[src/rtl/fila_leitor_if.sv]
// Queue-side link between `fila` and its reader: head byte, occupancy and
// the single-cycle pop request. The reader (fila_leitor) uses `master`,
// since it is the side that issues the pop requests.
interface fila_leitor_if #(
  parameter int DATA_W = 8,
  parameter int LEN_W  = 3
);
  logic [DATA_W-1:0] fila_data_in;
  logic [LEN_W-1:0]  fila_len_in;
  logic              dequeue_out;

  modport master (
    input  fila_data_in,
    input  fila_len_in,
    output dequeue_out
  );

  modport slave (
    output fila_data_in,
    output fila_len_in,
    input  dequeue_out
  );
endinterface

[src/rtl/fila_leitor.sv]
// fila_leitor: pops bytes from the `fila` queue and shifts each one out as
// an asynchronous serial frame (start, DATA_W bits LSB-first, stop).
// Optional macro FILA_LEITOR_PARITY_EN inserts an even-parity bit between
// the data bits and the stop bit.
// All outputs come straight from registers; the FSM is split into a state
// register and a combinational block that computes every next value.
module fila_leitor #(
  parameter int BIT_CYCLES = 4,
  parameter int DATA_W     = 8,
  parameter int LEN_W      = 3
) (
  input  logic                 clk_10KHz,
  input  logic                 reset,
  input  logic                 enable_in,
  fila_leitor_if.master        fila,
  output logic                 tx_out,
  output logic                 busy_out,
  output logic [7:0]           sent_count_out
);

  localparam int CNT_W = (BIT_CYCLES > 1) ? $clog2(BIT_CYCLES) : 1;
  localparam int IDX_W = (DATA_W > 1) ? $clog2(DATA_W) : 1;
  localparam logic [CNT_W-1:0] CNT_LAST = CNT_W'(BIT_CYCLES - 1);
  localparam logic [IDX_W-1:0] IDX_LAST = IDX_W'(DATA_W - 1);

  typedef enum logic [2:0] {
    S_IDLE,
    S_POP,
    S_START,
    S_DATA,
`ifdef FILA_LEITOR_PARITY_EN
    S_PARITY,
`endif
    S_STOP
  } state_t;

  state_t            state_q, state_d;
  logic [DATA_W-1:0] shift_q, shift_d;
  logic [CNT_W-1:0]  cnt_q, cnt_d;
  logic [IDX_W-1:0]  idx_q, idx_d;
  logic              tx_q, tx_d;
  logic              deq_q, deq_d;
  logic              busy_q, busy_d;
  logic [7:0]        sent_q, sent_d;
  logic              bit_end;

  // State and registered outputs; reset returns everything to idle values.
  always_ff @(posedge clk_10KHz or negedge reset) begin
    if (!reset) begin
      state_q <= S_IDLE;
      shift_q <= '0;
      cnt_q   <= '0;
      idx_q   <= '0;
      tx_q    <= 1'b1;
      deq_q   <= 1'b0;
      busy_q  <= 1'b0;
      sent_q  <= '0;
    end else begin
      state_q <= state_d;
      shift_q <= shift_d;
      cnt_q   <= cnt_d;
      idx_q   <= idx_d;
      tx_q    <= tx_d;
      deq_q   <= deq_d;
      busy_q  <= busy_d;
      sent_q  <= sent_d;
    end
  end

  // Next-state logic. tx_d is the line level for the state being entered,
  // so each bit appears on tx_out exactly when its state begins.
  always_comb begin
    state_d = state_q;
    shift_d = shift_q;
    cnt_d   = cnt_q;
    idx_d   = idx_q;
    tx_d    = tx_q;
    deq_d   = 1'b0;
    busy_d  = busy_q;
    sent_d  = sent_q;
    bit_end = (cnt_q == CNT_LAST);

    case (state_q)
      S_IDLE: begin
        tx_d   = 1'b1;
        busy_d = 1'b0;
        if (enable_in && (fila.fila_len_in != '0)) begin
          shift_d = fila.fila_data_in;
          deq_d   = 1'b1;
          busy_d  = 1'b1;
          state_d = S_POP;
        end
      end
      S_POP: begin
        tx_d    = 1'b0;
        cnt_d   = '0;
        state_d = S_START;
      end
      S_START: begin
        if (bit_end) begin
          cnt_d   = '0;
          idx_d   = '0;
          tx_d    = shift_q[0];
          state_d = S_DATA;
        end else begin
          cnt_d = cnt_q + 1'b1;
        end
      end
      S_DATA: begin
        if (bit_end) begin
          cnt_d = '0;
          if (idx_q == IDX_LAST) begin
`ifdef FILA_LEITOR_PARITY_EN
            tx_d    = ^shift_q;
            state_d = S_PARITY;
`else
            tx_d    = 1'b1;
            state_d = S_STOP;
`endif
          end else begin
            idx_d = idx_q + 1'b1;
            tx_d  = shift_q[idx_d];
          end
        end else begin
          cnt_d = cnt_q + 1'b1;
        end
      end
`ifdef FILA_LEITOR_PARITY_EN
      S_PARITY: begin
        if (bit_end) begin
          cnt_d   = '0;
          tx_d    = 1'b1;
          state_d = S_STOP;
        end else begin
          cnt_d = cnt_q + 1'b1;
        end
      end
`endif
      S_STOP: begin
        if (bit_end) begin
          cnt_d   = '0;
          tx_d    = 1'b1;
          busy_d  = 1'b0;
          sent_d  = sent_q + 8'd1;
          state_d = S_IDLE;
        end else begin
          cnt_d = cnt_q + 1'b1;
        end
      end
      default: begin
        tx_d    = 1'b1;
        busy_d  = 1'b0;
        state_d = S_IDLE;
      end
    endcase
  end

  assign fila.dequeue_out = deq_q;
  assign tx_out           = tx_q;
  assign busy_out         = busy_q;
  assign sent_count_out   = sent_q;

endmodule

[src/flat_wrapper.sv]
// flat-port wrapper written by rule: the top's interface ports become plain ports
module fila_leitor_flat 
#(
  parameter int BIT_CYCLES = 4,
  parameter int DATA_W     = 8,
  parameter int LEN_W      = 3
)
  (clk_10KHz, reset, enable_in, tx_out, busy_out, sent_count_out, fila_fila_data_in, fila_fila_len_in, fila_dequeue_out);
  fila_leitor_if #(.DATA_W(DATA_W), .LEN_W(LEN_W)) fila_i ();
  input  logic clk_10KHz;
  input  logic reset;
  input  logic enable_in;
  output logic tx_out;
  output logic busy_out;
  output logic [7:0] sent_count_out;
  input wire logic [$bits(fila_i.fila_data_in)-1:0] fila_fila_data_in;
  input wire logic [$bits(fila_i.fila_len_in)-1:0] fila_fila_len_in;
  output wire logic [$bits(fila_i.dequeue_out)-1:0] fila_dequeue_out;
  assign fila_i.fila_data_in = fila_fila_data_in;
  assign fila_i.fila_len_in = fila_fila_len_in;
  assign fila_dequeue_out = fila_i.dequeue_out;
  fila_leitor #(.BIT_CYCLES(BIT_CYCLES), .DATA_W(DATA_W), .LEN_W(LEN_W)) u_core (.clk_10KHz(clk_10KHz), .reset(reset), .enable_in(enable_in), .fila(fila_i), .tx_out(tx_out), .busy_out(busy_out), .sent_count_out(sent_count_out));
endmodule
[config.mk]
export PLATFORM = sky130hd
export DESIGN_NAME = fila_leitor_flat
export DESIGN_NICKNAME = d
export VERILOG_FILES = /design/src/rtl/fila_leitor_if.sv /design/src/rtl/fila_leitor.sv /design/src/flat_wrapper.sv
export SDC_FILE = /design/constraint.sdc
export NUM_CORES = 1
export LEC_CHECK = 0
export ABC_AREA = 1
export CORE_MARGIN = 4
export CORE_UTILIZATION = 30
export DETAILED_ROUTE_END_ITERATION = 6
export GPL_TIMING_DRIVEN = 0
export MAX_ROUTING_LAYER = met4
export PLACE_DENSITY = 0.56
export SKIP_CTS_REPAIR_TIMING = 1
export SLEW_MARGIN = 40
export SYNTH_ARGS = -nofsm -noshare
export SYNTH_HDL_FRONTEND = slang
export SYNTH_SLANG_ARGS = --single-unit
[constraint.sdc]
create_clock -name clk_10KHz -period 1.45 [get_ports clk_10KHz]
set_input_delay 0.145 -clock clk_10KHz [delete_from_list [all_inputs] [get_ports clk_10KHz]]
set_output_delay 0.145 -clock clk_10KHz [all_outputs]
set_load 0.05 [all_outputs]
==> summary.md, run 1 <==
| Metric | Value |
|---|---|
| # rows | `24` |
| Area growth syn-to-layout | `32.60%` |
| Synthesized cell area | `between 1000 and 1500 um^2` |
| Crit Path Class | `flop to flop` |
| Worst Min Path Start | `fila_fila_data_in[3]` |
| WP data arrival | `1.61 ns` |
| Peak supply drop | `0.9061 mV` |
| Vias in the first global route | `between 1000 and 1500` |
| Reg2Reg Depth | `8` |
| Slew headroom | `0.5980` |
| Clk slew on worst S/H paths | `0.09 ns` |
| Syn Nets | `around 170` |
| Hold Crit Class | `input pin to flop` |
| Minimum clock period after layout | `1.401 ns` |
| Leak pwr | `slightly below 1 nW` |
| Multi-input gate area | `646.9 um^2` |
| Clock root buffer | `clkbuf_8` |
| Top post-synthesis cells by area | `dfrtp_1, nand2_1, nand3_1` |
| Status | `complete, no violations` |
| Max Freq | `roughly 0.7 GHz` |
| Die Y-Extent | `75.49 um` |
| Reg-to-Reg Start | `u_core.idx_q[0]$_DFFE_PN0P_` |
| Yosys reg bits | `27` |
| Worst hold endpoint | `u_core.shift_q[3]$_DFFE_PN0P_` |
| Adder and majority gate portion of the synthesized area | `0.03663` |
| Sink Count | `27` |
| Global route overflow | `0` |
| Setup WS post-layout | `a little under 0.05 ns` |
| Yosys warns | `0` |
| Peak fanout along the critical path | `4` |
| Leading cell types in the layout, fill and taps excluded | `nand2_1, dfrtp_1, clkdlybuf4s50_1` |
| DRC Markers | `0` |
| DRT antenna net count | `0` |
| Post-synthesis mux area share | `0.008242` |
| Share of cells above drive strength 1 | `0.2155` |
| Max Slew Vio Count | `0` |
| Mean Syn Cell Area | `9.232 um^2` |
| Final Cell Area | `1812 um^2` |
| Fin cells | `233` |
| Routability congestion estimate | `0.8665` |
| Routed WL per cell | `11.86 um` |
| Final setup vio count | `0` |
| Register Area | `around 700 um^2` |
| Worst r2r dst | `u_core.tx_out$_DFFE_PN1P_` |
| Seq/Total Area, Yosys | `0.4954` |
| Largest family of logic cells by synthesized area | `simple AND/OR/NAND/NOR gates` |
| Pwr/cell area | `1735 nW/um^2` |
| Core area | `4384 um^2` |
| Die width | `75.49 um` |
| CTS Buf Count | `3` |
| Vias | `1074` |
| CTS tree | `yes` |
| Via density | `4.609` |
| Post-DP Area | `1669 um^2` |
| Max Buffers Root-to-Sink | `2` |
| CP Data Required Time | `1.66 ns` |
| Reg-to-reg slack, setup | `0.05 ns` |
| Post-synth cell types | `31` |
| Largest net degree at the start of global routing | `28` |
| Area leader, netlist | `dfrtp_1` |
| First-pass GRT wire length | `4.567 mm` |
| Starting Density | `0.3116` |
| # placed instances | `about 220` |
| Die area | `5698 um^2` |
| Pre-antenna DRT Iters | `4` |
| Routed Wire Length | `2.763 mm` |
| Initial antenna violation count | `0` |
| First DRT Iteration DRCs | `16` |
| Synth Instances | `148` |
| N_diodes | `0` |
| Commonest non-fill, non-tap cell in the layout | `nand2_1` |
| Fin nets | `200` |
| Simple-gate area share of the yosys netlist | `0.2720` |
| Synth Area in XOR/XNOR | `0.04487` |
| Number of max-cap violations | `0` |
| Dpl ws | `-0.1297 ns` |
| Crit. End Element | `flop` |
| Max Clock Skew | `about 0.0074 ns` |
| I/O Buffers | `24` |
| H-tree depth | `1` |
| Fin crit share | `0.9664` |
| Post-synthesis compound-gate area fraction | `0.09066` |
| Top-area cell type share of the netlist area | `0.4762` |
| Post-detail-place hpwl | `slightly above 2 mm` |
| Worst Tran Pin Value | `approximately 0.60 ns` |
| CP startpoint kind | `flop` |
| Hold path depth | `3` |
| All-Layer GR Usage | `0.1071` |
| Num ports | `25` |
| Hold Vio Cnt, Final | `0` |
| Fin Hold WS | `0.4030 ns` |
| Fillers | `462` |
| Skew-Pair Late Insertion Delay | `0.27 ns` |
sequential cells by signal, summed over array words and instances (netlist names):
name / flops
u_core.sent_count_out: 8
u_core.shift_q: 8
u_core.idx_q: 3
u_core.state_q: 3
u_core.cnt_q: 2
u_core.busy_out: 1
u_core.fila.dequeue_out: 1
u_core.tx_out: 1
worst max-delay path, stage by stage, from the launching register on:
cell and delay (ns):
dfrtp_2 0.44, ha_4 0.17, ha_4 0.28, inv_2 0.04, nand3_1 0.06, nand3b_1 0.08, nand3_1 0.09, nand2_1 0.07
a21oi_2 0.13
report_power, final:
part           leakage [nW]  switching (mW)  internal, mW  total [mW]
clock network        0.0228           0.220         0.197       0.417
logic                 0.622           0.933         0.590        1.52
registers             0.345           0.185          1.02        1.20
worst max path at each step:
stage                                               from                              endpoint  slack (ns)
floorplan           u_core.sent_count_out[2]$_DFFE_PN0P_  u_core.sent_count_out[5]$_DFFE_PN0P_       0.007
global placement                                   reset  u_core.sent_count_out[1]$_DFFE_PN0P_       -0.26
detailed placement           u_core.idx_q[0]$_DFFE_PN0P_           u_core.idx_q[0]$_DFFE_PN0P_       -0.13
CTS                            u_core.tx_out$_DFFE_PN1P_                                tx_out       -0.32
global route                 u_core.idx_q[0]$_DFFE_PN0P_             u_core.tx_out$_DFFE_PN1P_      -0.005
finish                       u_core.idx_q[0]$_DFFE_PN0P_             u_core.tx_out$_DFFE_PN1P_        0.05
Yosys cell counts:
| master | n |
|---|---|
| a22o_1 | 1 |
| a21oi_2 | 1 |
| inv_1 | 7 |
| xnor2_1 | 3 |
| dfrtp_1 | 26 |
| nand3_4 | 2 |
| inv_2 | 6 |
| o22ai_1 | 1 |
| o21ai_0 | 3 |
| clkinv_2 | 1 |
| nor2_4 | 2 |
| mux2_1 | 1 |
| xor2_1 | 4 |
| nand2_1 | 46 |
| nand2_2 | 4 |
| buf_6 | 1 |
| o211ai_2 | 1 |
| nand3_1 | 11 |
| a211oi_4 | 1 |
| nor3b_2 | 1 |
| inv_4 | 1 |
| nand3b_1 | 1 |
| nand4_1 | 1 |
| dfstp_2 | 1 |
| a21oi_1 | 3 |
| ha_1 | 4 |
| nor2_2 | 1 |
| nor3_2 | 1 |
| nor2_1 | 5 |
| o31ai_1 | 1 |
| o21ai_1 | 6 |
per-layer routing:
layer / track usage / share of wire / routed length (um) / up-vias
li1: - / - / - / 545
met1: 0.1303 / 0.43 / 1198 / 499
met2: 0.1793 / 0.50 / 1378 / 25
met3: 0.03166 / 0.060 / 166 / 5
met4: 0.01748 / 0.0069 / 19 / 0
met5: - / 0 / 0 / -
area by class of cell:
type | instances | area share
Buffer | 1 | 0.006215
Clock buffer | 4 | 0.02486
Inverter | 15 | 0.03315
Tap cell | 52 | 0.03591
Multi-Input combinational cell | 105 | 0.3570
Timing Repair Buffer | 29 | 0.1671
Sequential cell | 27 | 0.3757
through the flow:
step | TNS, ns | util | power, mW
2_1_floorplan | 0 | - | 2.304
3_3_place_gp | -4.777 | 0.3818 | 2.641
3_5_place_dp | -0.4715 | 0.3807 | 2.684
4_1_cts | -2.752 | 0.3910 | 3.120
5_1_grt | -0.005034 | 0.4132 | 3.432
6_report | 0 | 0.4132 | 3.144
kinds of logic (layout without fill, tap and decap cells):
| kind of cell | after synthesis | count (layout) |
|---|---|---|
| fa+ha+maj | 4 | 4 |
| flops | 27 | 27 |
| xor+xnor | 7 | 7 |
| simple gates | 75 | 75 |
| buf+inv | 16 | 49 |
| compound gates | 18 | 18 |
| mux | 1 | 1 |
(Power assumes the default switching activity.)
==> inputs of run 2 (changes only) <==
Settings changed: CORE_MARGIN 4 to unset, CORE_UTILIZATION 30 to 45, PLACE_DENSITY 0.56 to 0.77.
==> run 2 against run 1 <==
The run now ends with DRC left; count of clock-buffer cells in the layout shrank 1; highest routed layer unchanged; largest power group unchanged; critical path type unchanged; utilization up 23 points; final area shrank 0.90%; final cell count fell by 8.6%; sequential power about the same; clock skew down 0.0052 ns; sequential cell count did not move.
==> summary.md, run 2 (synthesis gave the netlist of run 1 again) <==
| Metric | Value |
|---|---|
| Peak fanout along the critical path | `4 (unchanged)` |
| Routed Wire Length | `2.735 mm (-1.0%)` |
| Routed WL per cell | `12.84 um (+8.3%)` |
| Routability congestion estimate | `0.8721 (+0.65%)` |
| All-Layer GR Usage | `0.1755 (+0.06839)` |
| Slowest cell delay on critical path | `0.47 ns (+0.03 ns)` |
| Crit Path Class | `flop to flop` |
| Fin crit share | `0.9903 (+0.02390)` |
| Pre-antenna DRT Iters | `6 (+2)` |
| Skew-Pair Late Insertion Delay | `0.33 ns (+0.06 ns)` |
| Slowest-stage cell, CP | `dfrtp_2` |
| Reg-to-reg slack, setup | `0.01 ns (-0.03 ns)` |
| Max Clock Skew | `0.002203 ns (-0.005170 ns)` |
| Vias | `1080 (+0.56%)` |
| Overall Power | `3.094 mW (-1.6%)` |
| DRC Markers | `2 (+2)` |
| Highest Signal Layer | `met4` |
| # rows | `19 (-21%)` |
| Initial antenna violation count | `0 (unchanged)` |
| I/O Buffers | `24 (unchanged)` |
| N_diodes | `0 (unchanged)` |
| Util after Layout | `0.6401 (+0.2268)` |
| Hold Vio Cnt, Final | `0 (unchanged)` |
| Status | `complete, but fails checks` |
| Minimum clock period after layout | `1.436 ns (+0.03465 ns)` |
| H-tree depth | `1 (unchanged)` |
| DRT antenna net count | `0 (unchanged)` |
| Number of max-cap violations | `0 (unchanged)` |
| Max Freq | `0.6964 GHz (-2.4%)` |
| Max Slew Vio Count | `0 (unchanged)` |
| Slew headroom | `0.6073 (+0.009284)` |
| CP Data Required Time | `1.73 ns (+0.07 ns)` |
| Vias in the first global route | `1022 (-0.97%)` |
| Fin cells | `213 (-8.6%)` |
| Worst Tran Pin Value | `0.5891 ns (-0.01393 ns)` |
| Sink Count | `27 (unchanged)` |
| Critical path cell sequence | `ha_4, ha_4, inv_2, nand3_1, nand3_1, nand3_1, nand2_1, a21oi_2` |
| Area growth syn-to-layout | `31.41%` |
| Die area | `3260 um^2 (-43%)` |
| Die Y-Extent | `57.10 um (-24%)` |
| Share of cells above drive strength 1 | `0.2418 (+0.02629)` |
| Leading cell types in the layout, fill and taps excluded | `nand2_1, dfrtp_1, clkdlybuf4s50_1` |
| First-pass GRT wire length | `4.312 mm (-5.6%)` |
| Leak pwr | `1.030 nW (+4.0%)` |
| M1 WL | `1.199 mm (about the same)` |
| Die width | `57.10 um (-24%)` |
| Clk slew on worst S/H paths | `0.14 ns (+0.05 ns)` |
| Hold Crit Class | `input pin to asynchronous set/reset pin` |
| CP startpoint kind | `flop` |
| RSZ-0062 raised after global routing | `yes` |
| Core area | `2805 um^2 (-36%)` |
| Global route overflow | `0 (unchanged)` |
| Post-detail-place hpwl | `1.951 mm (-6.1%)` |
| Pwr/cell area | `1723 nW/um^2 (-0.68%)` |
| CTS Buf Count | `3 (unchanged)` |
| # placed instances | `203 (-9.4%)` |
| WP data arrival | `1.71 ns (+0.10 ns)` |
| Num ports | `25 (unchanged)` |
| CTS tree | `yes` |
| Failing checks | `DRC` |
| Clock root buffer | `clkbuf_4` |
| Starting Density | `0.4871 (+0.1754)` |
| First DRT Iteration DRCs | `26 (+10)` |
| Via density | `5.070 (+10%)` |
| Peak supply drop | `0.7398 mV (-18%)` |
| Fin nets | `201 (+0.50%)` |
| Max Buffers Root-to-Sink | `2 (unchanged)` |
| Commonest non-fill, non-tap cell in the layout | `nand2_1` |
| Metal2 WL | `1.405 mm (+2.0%)` |
| WL met3 | `73 um (-56%)` |
| Critical Path Most Common Cell | `nand3_1` |
| Final setup vio count | `0 (unchanged)` |
| Crit. End Element | `flop` |
| Fin Hold WS | `0.3290 ns (-0.07399 ns)` |
| Largest net degree at the start of global routing | `28 (unchanged)` |
run 2: cell types whose count changed in the layout (fill, tap and decap cells not counted), sizes merged:
cell | before | now
buf | 6 | 7
clkinv | 1 | 2
dlymetal6s2s | 11 | 10
run 2: worst paths after layout:
check | startpoint | to | depth (start not counted)
max | u_core.idx_q[0]$_DFFE_PN0P_ | u_core.tx_out$_DFFE_PN1P_ | 8
min | reset | u_core.busy_out$_DFFE_PN0P_ | 2
max reg2reg | u_core.idx_q[0]$_DFFE_PN0P_ | u_core.tx_out$_DFFE_PN1P_ | 8
min reg2reg | u_core.shift_q[7]$_DFFE_PN0P_ | u_core.shift_q[7]$_DFFE_PN0P_ | 2
max in group asynchronous | reset | u_core.idx_q[0]$_DFFE_PN0P_ | 2
min in group clk_10KHz | fila_fila_data_in[7] | u_core.shift_q[7]$_DFFE_PN0P_ | 3
run 2: worst max-delay path: cells and delay by family, from the launching register on:
kind,cells,cell delay (ns)
flip-flops,1,0.47
AO/OA/AOI/OAI,1,0.13
buffers and inverters,1,0.04
adder cells (fa/ha/maj),2,0.45
AND/OR/NAND/NOR,4,0.28
run 2: per-stage QoR:
stage / area (um^2) / worst slack, ns / TNS, ns
4_1_cts: 1670 / -0.3857 / -3.641
3_5_place_dp: 1643 / -0.1022 / -0.3933
6_report: 1795 / 0.01401 / 0
3_3_place_gp: 1648 / -0.1700 / -2.626
5_1_grt: 1795 / -0.05117 / -0.1002
2_1_floorplan: 1369 / 0.006882 / 0
run 2: routing by layer:
layer  up-vias  global-route usage
met1       513              0.2127
met5         -                   -
met3         4             0.02041
met2        16              0.3025
met4         0             0.06272
li1        547                   -
run 2: layout make-up:
class	instances	area, um^2
tap	31	38.79
buffer	1	11.26
inverter	15	62.56
fill	245	1010
timing repair buffer	30	302.8
clock buffer	3	22.52
clock inverter	1	5.005
sequential	27	680.7
multi-input combinational	105	671.9
run 2: where the power goes:
group	switching (mW)	internal [mW]	leakage, nW	total, mW
logic	0.970	0.590	0.667	1.56
registers	0.188	1.02	0.345	1.20
clock network	0.226	0.104	0.0177	0.330
==> inputs of run 3 (changes only) <==
Settings changed: CTS_BUF_LIST set to sky130_fd_sc_hd__clkbuf_16.
==> run 3 against run 2 <==
The flow still finishes with violations (DRC); global-route usage is 0.29 points higher; combinational power hardly changed; setup slack better by 0.0058 ns; largest power group unchanged; highest routed layer unchanged.
==> summary.md, run 3 (synthesis gave the netlist of run 1 again) <==
| Metric | Value |
|---|---|
| Status | `complete, but fails checks` |
| Failing checks | `DRC` |
| Net Switching | `1.433 mW (+3.5%)` |
| Area growth syn-to-layout | `35.16%` |
| Largest net degree at the start of global routing | `28 (unchanged)` |
| Worst Tran Pin Value | `0.5896 ns (+0.0004905 ns)` |
| Combinational power share | `0.461 (-0.043)` |
| Worst r2r dst | `u_core.tx_out$_DFFE_PN1P_` |
| Peak supply drop | `0.7765 mV (+5.0%)` |
| Global route overflow | `0 (unchanged)` |
| Die width | `57.10 um (unchanged)` |
| H-tree depth | `1 (unchanged)` |
| Post-detail-place hpwl | `1.951 mm (unchanged)` |
| First-pass GRT wire length | `4.340 mm (+0.65%)` |
| Starting Density | `0.4871 (unchanged)` |
| All-Layer GR Usage | `0.1784 (+0.002911)` |
| Internal power component | `1.992 mW (+16%)` |
| DRT antenna net count | `0 (unchanged)` |
| Minimum clock period after layout | `1.430 ns (-0.005807 ns)` |
| Routed WL per cell | `13.85 um (+7.9%)` |
| Die area | `3260 um^2 (unchanged)` |
| First DRT Iteration DRCs | `35 (+35%)` |
| Reg2Reg Depth | `8 (unchanged)` |
| Fillers | `236 (-3.7%)` |
| Max Clock Skew | `0.002745 ns (+0.0005423 ns)` |
| Final setup vio count | `0 (unchanged)` |
| Clock root buffer | `clkbuf_16` |
| Num ports | `25 (unchanged)` |
| Net Sw Frac | `0.4183 (-0.02902)` |
| Critical Path End | `u_core.tx_out$_DFFE_PN1P_` |
| Commonest non-fill, non-tap cell in the layout | `nand2_1` |
| M1 WL | `1.225 mm (+2.2%)` |
| Leading cell types in the layout, fill and taps excluded | `nand2_1, dfrtp_1, clkdlybuf4s50_1` |
| Reg-to-reg slack, setup | `0.02 ns (about the same)` |
| Skew-Pair Late Insertion Delay | `0.26 ns (-0.07 ns)` |
| Fin Setup TNS | `0 ns (unchanged)` |
| Register Area | `680.7 um^2 (unchanged)` |
| CTS tree | `yes` |
| Share of cells above drive strength 1 | `0.2363 (-0.005495)` |
| # rows | `19 (unchanged)` |
| Initial antenna violation count | `0 (unchanged)` |
| Routability congestion estimate | `0.8721 (unchanged)` |
| DRC Markers | `2 (unchanged)` |
| Fin cells | `213 (unchanged)` |
| Hold Vio Cnt, Final | `0 (unchanged)` |
| Number of max-cap violations | `0 (unchanged)` |
| Highest Signal Layer | `met4` |
| Max Slew Vio Count | `0 (unchanged)` |
| Max Freq | `0.6992 GHz (+0.41%)` |
| CTS Buf Count | `3 (unchanged)` |
| Fin crit share | `0.9863 (-0.004005)` |
| Peak fanout along the critical path | `4 (unchanged)` |
| Fin Hold WS | `0.4101 ns (+0.08106 ns)` |
| Pwr/cell area | `1854 nW/um^2 (+7.6%)` |
| I/O Buffers | `24 (unchanged)` |
| Final Cell Area | `1847 um^2 (+2.9%)` |
| N_diodes | `0 (unchanged)` |
| Flop pwr share | `0.354 (-0.035)` |
| Reg-to-Reg Start | `u_core.idx_q[0]$_DFFE_PN0P_` |
| Pre-antenna DRT Iters | `6 (unchanged)` |
| Setup WS post-layout | `0.01981 ns (+0.005807 ns)` |
| Slew headroom | `0.6069 (about the same)` |
| CP startpoint kind | `flop` |
| Sink Count | `27 (unchanged)` |
| Clk slew on worst S/H paths | `0.07 ns (-0.07 ns)` |
| Leak pwr | `1.044 nW (+1.4%)` |
| Vias | `1114 (+3.1%)` |
| Hold Crit Class | `input pin to flop` |
| Multi-input gate area | `665.6 um^2 (-0.93%)` |
| Routed Wire Length | `2.951 mm (+7.9%)` |
| Max Buffers Root-to-Sink | `2 (unchanged)` |
| Crit path launch | `u_core.idx_q[0]$_DFFE_PN0P_` |
| WL met3 | `151 um (+110%)` |
| Die Y-Extent | `57.10 um (unchanged)` |
| WP data arrival | `1.63 ns (-0.08 ns)` |
| CP Data Required Time | `1.65 ns (-0.08 ns)` |
| Crit Path Class | `flop to flop` |
| # placed instances | `203 (unchanged)` |
| RSZ-0062 raised after global routing | `yes` |
| Clk network pwr share | `0.185 (+0.079)` |
| Metal2 WL | `1.456 mm (+3.6%)` |
| Post-DP Area | `1643 um^2 (unchanged)` |
| Via density | `5.230 (+3.1%)` |
| Vias in the first global route | `1028 (+0.59%)` |
| Dpl ws | `-0.1022 ns (unchanged)` |
| Core area | `2805 um^2 (unchanged)` |
| Fin nets | `201 (unchanged)` |
| Crit. End Element | `flop` |
run 3: cell count changes in the layout (fill, tap and decap cells not counted):
cell / delta
inv_2: +1
nor3_2: +1
nor3_4: -1
inv_4: -1
clkbuf_2: -1
dlymetal6s2s_1: +1
clkbuf_16: +3
clkbuf_4: -3
run 3: cell type report:
type                    instances  share of cell area
clock buffers                   3             0.04065
clock inverters                 1            0.002710
inverters                      15             0.03252
plain buffers                   1            0.006098
multi-input cells             105              0.3604
repair buffers                 30              0.1680
well taps                      31             0.02100
flip-flops and latches         27              0.3686
run 3: through the flow:
step,total power [mW],util
after floorplan,2.304,-
after global placement,2.604,0.5874
after detailed placement,2.668,0.5856
after CTS,3.306,0.6142
after global routing,3.626,0.6583
final,3.425,0.6583
run 3: how the worst min path moves through the flow:
| stage | from | end | cells after the start |
|---|---|---|---|
| after floorplan | reset | u_core.busy_out$_DFFE_PN0P_ | 0 |
| after global placement | u_core.shift_q[4]$_DFFE_PN0P_ | u_core.shift_q[4]$_DFFE_PN0P_ | 2 |
| after detailed placement | reset | u_core.sent_count_out[2]$_DFFE_PN0P_ | 1 |
| after CTS | reset | u_core.sent_count_out[2]$_DFFE_PN0P_ | 1 |
| after global routing | fila_fila_data_in[7] | u_core.shift_q[7]$_DFFE_PN0P_ | 3 |
| final | fila_fila_data_in[6] | u_core.shift_q[6]$_DFFE_PN0P_ | 3 |
run 3: per-layer routing:
layer  up-vias  global-route usage
li1        544                   -
met1       524              0.2094
met2        33              0.3059
met3        13             0.03401
met4         0             0.06272
met5         -                   -
run 3: power groups by stage:
stage	combinational (mW)	sequential, mW	clock (mW)
finish	1.58	1.21	0.633
global route	1.72	1.24	0.669
CTS	1.46	1.20	0.645
detailed placement	1.46	1.21	0
global placement	1.41	1.20	0
floorplan	0.972	1.33	0
run 3: critical path, cell delays in order (launching register included):
cell,delay (ns)
dfrtp_2,0.44
ha_4,0.17
ha_4,0.28
inv_2,0.05
nand3_1,0.07
nand3_1,0.08
nand3_1,0.08
nand2_1,0.07
a21oi_2,0.13
